--- src/rtl/dac_sample_packer.sv ---
// dac_sample_packer: gathers SAMPLE_W-bit samples, one per input beat, into an
// N_LANES-wide word for the DAC bank. Lane 0 sits in the low bits of the word.
// Optional burst padding is enabled by defining DAC_PACKER_PAD_ON_LAST_EN. With
// it, a beat carrying tlast closes the word early and zero-fills the lanes above.
module dac_sample_packer #(
  parameter  int N_LANES  = 16,
  parameter  int SAMPLE_W = 16,
  localparam int OUT_W    = N_LANES * SAMPLE_W,
  localparam int LANE_W   = (N_LANES > 1) ? $clog2(N_LANES) : 1
) (
  input  logic                clk,
  input  logic                rst_n,
  input  logic [SAMPLE_W-1:0] s_axis_tdata,
  input  logic                s_axis_tvalid,
  output logic                s_axis_tready,
  input  logic                s_axis_tlast,
  output logic [OUT_W-1:0]    m_axis_tdata,
  output logic                m_axis_tvalid,
  input  logic                m_axis_tready,
  output logic                m_axis_tlast,
  output logic [31:0]         words_out
);

  logic [LANE_W-1:0] lane_q, lane_d;
  logic [OUT_W-1:0]  acc_q, acc_d;
  logic [OUT_W-1:0]  tdata_q, tdata_d;
  logic              tvalid_q, tvalid_d;
  logic              tlast_q, tlast_d;
  logic [31:0]       words_q, words_d;
  logic              rdy_q;

  logic              would_complete;
  logic              beat;
  logic              complete;
  logic              handshake;
  logic [OUT_W-1:0]  word;

  // Completion detect and input backpressure. Only a beat that would close a
  // word has to wait for the output register to drain.
  always_comb begin
    would_complete = (lane_q == LANE_W'(N_LANES - 1));
`ifdef DAC_PACKER_PAD_ON_LAST_EN
    would_complete = would_complete | s_axis_tlast;
`endif
    s_axis_tready = rdy_q & ~(would_complete & tvalid_q & ~m_axis_tready);
    beat          = s_axis_tvalid & s_axis_tready;
    complete      = beat & would_complete;
    handshake     = tvalid_q & m_axis_tready;
  end

`ifndef DAC_PACKER_PAD_ON_LAST_EN
  logic unused_tlast;
  assign unused_tlast = s_axis_tlast;
`endif

  // Merge the incoming sample into the partial word. Lanes above the current
  // one are forced to zero, which gives the padding for an early close.
  always_comb begin
    word = '0;
    for (int i = 0; i < N_LANES; i++) begin
      if (i < int'(lane_q))
        word[i*SAMPLE_W +: SAMPLE_W] = acc_q[i*SAMPLE_W +: SAMPLE_W];
      else if (i == int'(lane_q))
        word[i*SAMPLE_W +: SAMPLE_W] = s_axis_tdata;
    end
  end

  // Next state: fill lanes, hand a finished word to the output register, and
  // keep tvalid high across a drain that coincides with a new completion.
  always_comb begin
    lane_d   = lane_q;
    acc_d    = acc_q;
    tdata_d  = tdata_q;
    tvalid_d = tvalid_q;
    tlast_d  = tlast_q;
    words_d  = words_q + {31'd0, handshake};
    if (complete) begin
      lane_d   = '0;
      acc_d    = '0;
      tdata_d  = word;
      tvalid_d = 1'b1;
`ifdef DAC_PACKER_PAD_ON_LAST_EN
      tlast_d  = s_axis_tlast;
`else
      tlast_d  = 1'b0;
`endif
    end else begin
      if (beat) begin
        lane_d = lane_q + LANE_W'(1);
        acc_d  = word;
      end
      if (handshake) tvalid_d = 1'b0;
    end
  end

  // State registers. rdy_q holds off the input until the first edge after reset.
  always_ff @(posedge clk or negedge rst_n) begin
    if (!rst_n) begin
      lane_q   <= '0;
      acc_q    <= '0;
      tdata_q  <= '0;
      tvalid_q <= 1'b0;
      tlast_q  <= 1'b0;
      words_q  <= '0;
      rdy_q    <= 1'b0;
    end else begin
      lane_q   <= lane_d;
      acc_q    <= acc_d;
      tdata_q  <= tdata_d;
      tvalid_q <= tvalid_d;
      tlast_q  <= tlast_d;
      words_q  <= words_d;
      rdy_q    <= 1'b1;
    end
  end

  assign m_axis_tdata  = tdata_q;
  assign m_axis_tvalid = tvalid_q;
  assign m_axis_tlast  = tlast_q;
  assign words_out     = words_q;

endmodule

--- config.mk ---
export PLATFORM = sky130hd
export DESIGN_NAME = dac_sample_packer
export DESIGN_NICKNAME = d
export VERILOG_FILES = /design/src/rtl/dac_sample_packer.sv
export SDC_FILE = /design/constraint.sdc
export NUM_CORES = 1
export LEC_CHECK = 0
export CORE_ASPECT_RATIO = 0.7
export CORE_MARGIN = 1.5
export CORE_UTILIZATION = 28
export DETAILED_ROUTE_END_ITERATION = 16
export GPL_TIMING_DRIVEN = 0
export RECOVER_POWER = 25
export SYNTH_ARGS = -nofsm -noshare
export SYNTH_HDL_FRONTEND = slang
export SYNTH_SLANG_ARGS = --single-unit
--- constraint.sdc ---
create_clock -name clk -period 3.1 [get_ports clk]
set_input_delay 0.62 -clock clk [delete_from_list [all_inputs] [get_ports clk]]
set_output_delay 0.62 -clock clk [all_outputs]
set_load 0.05 [all_outputs]
==> summary.txt <==
Worst Skew: 0.0190 ns
share of layout cells above drive strength 1: 0.0909
upper clock frequency limit: 341 MHz
Final Hold Fails: 0
detailed-route wire length per cell: 23.7 um
Period minus WS final: 2.94 ns
number of hold buffers added after cts: 0
RSZ-0062 raised after global routing: false
post-synthesis adder-cell area fraction: 0.00346
CP arrival: 3.48 ns
outcome: finished with violations
Crit Path Class: reg2reg
failing checks: max-capacitance violations, max-slew violations
post-route antenna net violation count: 0
utilization after layout: 0.367
sequential share of the synthesized area: 0.616
drt initial violations: 1764
main flop type after synthesis: dfrtp_1
worst r2r src: lane_q[1]
worst-path cell with the longest stage delay: dfrtp_1
Total Wirelength: 80700 um
# clock sinks: 534
main combinational cell family by area after synthesis: compound AO/OA/AOI/OAI gates
final period utilization: 0.947
IO buf count: 301
H-tree depth: 2
buffer and inverter count on the worst path: 4
post-DR vias/cell: 5.18
CTS Buf Count: 56
Clk Latency, worst-skew pair: 0.63 ns
Final #Nets: 2344
YS warnings: 0
Peak VDD IR: 0.462 mV
Max transition margin: -0.137
I/O Pins: 312
die area: 0.0792 mm2
startpoint class of the critical path: flop
Worst Path Max Fanout: 10
pre-CTS setup slack: -0.357 ns
XOR/XNOR Fraction of Synth Area: 0.0125
P_leak: 12.9 nW
Max Root-Sink Buffers: 3
CP required: 3.65 ns
Slew @ Worst Pin: 1.71 ns
maxcap violations: 1
family with the most delay on the worst path: buffers and inverters
pin count of the biggest net entering global routing: 126
Final Max Slew Viols: 126
syn_area_per_cell: 11.1 um2
Setup violations, final: 0
Worst-path clk slew: 0.06 ns
capturing element type of the critical path: flop
CTS tree: yes
post-route setup slack: 0.164 ns
core area: 0.0768 mm2
Cell Pwr Density: 910 mW/mm2
die height: 236 um
sequence of cells on the critical path: ha_1 > buf_2 > nand3_1 > nor3_1 > clkbuf_4 > buf_4 > buf_2 > nand2_1 > nand2_1
Site Rows: 85
worst setup path start: lane_q[1]
Tot GR Track Use: 0.201
global placement routability congestion: 0.856
Netlist cell types: 52
Setup Fix Bufs, Post-CTS: 0
simple-gate share of the synthesized area: 0.139
HPWL after DPL: 57000 um
Initial DRT Pass Iterations: 5
vias in the first global route: 17500
Syn Inst Count: 1954
post-synthesis mux area share: 0.0148
Root Driver: clkbuf_16
FFs w/ async S/R, synth: 1.00
slowest stage delay, CP: 0.56 ns
register bit total from synthesis: 534
Compound-Gate Fraction of Synth Area: 0.171
Area Growth Syn to Fin: 30.0%
Synth Net Count: 1981
first-pass GRT wire length: 119000 um
worst min-delay path class: in2async
total congestion overflow: 0
initial antenna violation count: 0
Chip Width: 336 um
Initial Utilization: 0.282
Syn Std Cell Area: 0.0217 mm2
via count: 17600
DRC errors left: 0
Post-synth EDFFs: 0
-- worst paths after layout --
kind / end / slack [ns] / cells after the start
max in group asynchronous: m_axis_tdata[71] / 0.60 / 3
setup reg to reg: m_axis_tdata[255] / 0.16 / 9
hold reg to reg: m_axis_tdata[34] / 0.47 / 2
hold / removal: m_axis_tdata[51] / 0.05 / 1
min in group clk: m_axis_tdata[34] / 0.47 / 2
setup / recovery: m_axis_tdata[255] / 0.16 / 9
-- cells by family (layout without fill, tap and decap cells) --
logic type / count (synthesis) / in the layout
simple gates: 707 / 707
flops: 534 / 534
compound gates: 454 / 454
buf+inv: 188 / 598
mux: 32 / 32
xor+xnor: 31 / 31
fa+ha+maj: 6 / 6
other cells: 2 / 3
-- repair_timing --
| item | 4_1_cts | 5_1_grt |
|---|---|---|
| pin swaps | 0 | 0 |
| gates resized for setup | 10 | 5 |
| hold endpoints to repair | 0 | 0 |
| endpoints found under the setup margin | 14 | 7 |
-- stage by stage --
| step | area, um2 | total power, mW | TNS, ns | hold WS, ns | instances |
|---|---|---|---|---|---|
| floorplan | 21700 | 14.7 | 0 | 0.324 | 1954 |
| global placement | 26000 | 18.0 | - | 0.458 | 3299 |
| detailed placement | 26100 | 18.1 | -21.48 | 0.460 | 3303 |
| CTS | 28200 | 25.8 | 0 | 0.0661 | 3408 |
| global route | 28200 | 26.7 | 0 | 0.0921 | 3408 |
| finish | 28200 | 25.7 | 0 | 0.0521 | 3409 |
-- metal layers --
metal | routed length, um | GRT usage | vias to the layer above | share of wire
met5 | 0 | 0 | - | 0
met4 | 2500 | 0.0639 | 0 | 0.031
met3 | 7410 | 0.0555 | 154 | 0.092
met2 | 35800 | 0.302 | 775 | 0.44
met1 | 35000 | 0.280 | 9057 | 0.43
li1 | - | - | 7662 | -
-- layout make-up --
cell class | count | area, um2
Tap cell | 1044 | 1310
Clock buffer | 84 | 1680
Antenna cell | 1 | 2.50
Sequential cell | 534 | 13400
Timing Repair Buffer | 305 | 3080
Buffer | 183 | 897
Multi-Input combinational cell | 1232 | 7440
Inverter | 5 | 21.3
Fill cell | 7546 | 48600
Clock inverter | 21 | 405
-- layout by cell type, fill, tap and decap left out, types with 15 or more instances in the layout --
cell,netlist,layout
nand4_1,30,30
clkdlybuf4s50_1,0,298
clkbuf_16,0,57
nand3_1,34,34
nand2_1,321,321
clkbuf_1,90,100
dfrtp_1,534,534
buf_4,17,17
o2bb2ai_1,16,16
a21oi_1,16,16
mux2i_1,32,32
xnor2_1,24,24
o21ai_0,31,31
buf_2,57,58
a22o_1,222,222
nor2_1,267,267
o31ai_1,24,24
a221oi_1,112,110
a31oi_1,16,16
clkbuf_8,0,15
-- registers in the layout, indices dropped and copies added (netlist names) --
name and flops:
acc_q 240, rdy_q 1, lane_q 4, m_axis_tvalid 1
words_out 32, m_axis_tdata 256
-- synth_stat cells (3+ instances only) --
master | count | area share
buf_6 | 9 | 0.0047
a22o_1 | 222 | 0.090
and2_1 | 12 | 0.0035
nor3_1 | 6 | 0.0014
a21oi_1 | 16 | 0.0037
dfrtp_1 | 534 | 0.62
mux2i_1 | 32 | 0.015
o21ai_0 | 31 | 0.0072
and3_1 | 10 | 0.0029
nor2_2 | 3 | 0.00087
xor2_1 | 7 | 0.0028
o21ai_1 | 5 | 0.0012
clkbuf_1 | 90 | 0.016
nand4_1 | 30 | 0.0087
a31oi_1 | 16 | 0.0046
xnor2_1 | 24 | 0.0097
nand2_1 | 321 | 0.056
nor2_1 | 267 | 0.046
o31ai_1 | 24 | 0.0083
o2bb2ai_1 | 16 | 0.0065
a221oi_1 | 112 | 0.045
ha_1 | 6 | 0.0035
buf_4 | 17 | 0.0059
buf_2 | 57 | 0.013
nand3_1 | 34 | 0.0078
buf_1 | 8 | 0.0014
a21o_1 | 7 | 0.0024
-- power breakdown --
part	total [mW]	internal, mW	switching (mW)	leakage (nW)
logic	8.76	2.72	6.04	4.54
clock network	7.60	4.66	2.95	1.02
registers	9.30	8.31	0.983	7.36
No activity file was read; power rests on OpenSTA's default activity.
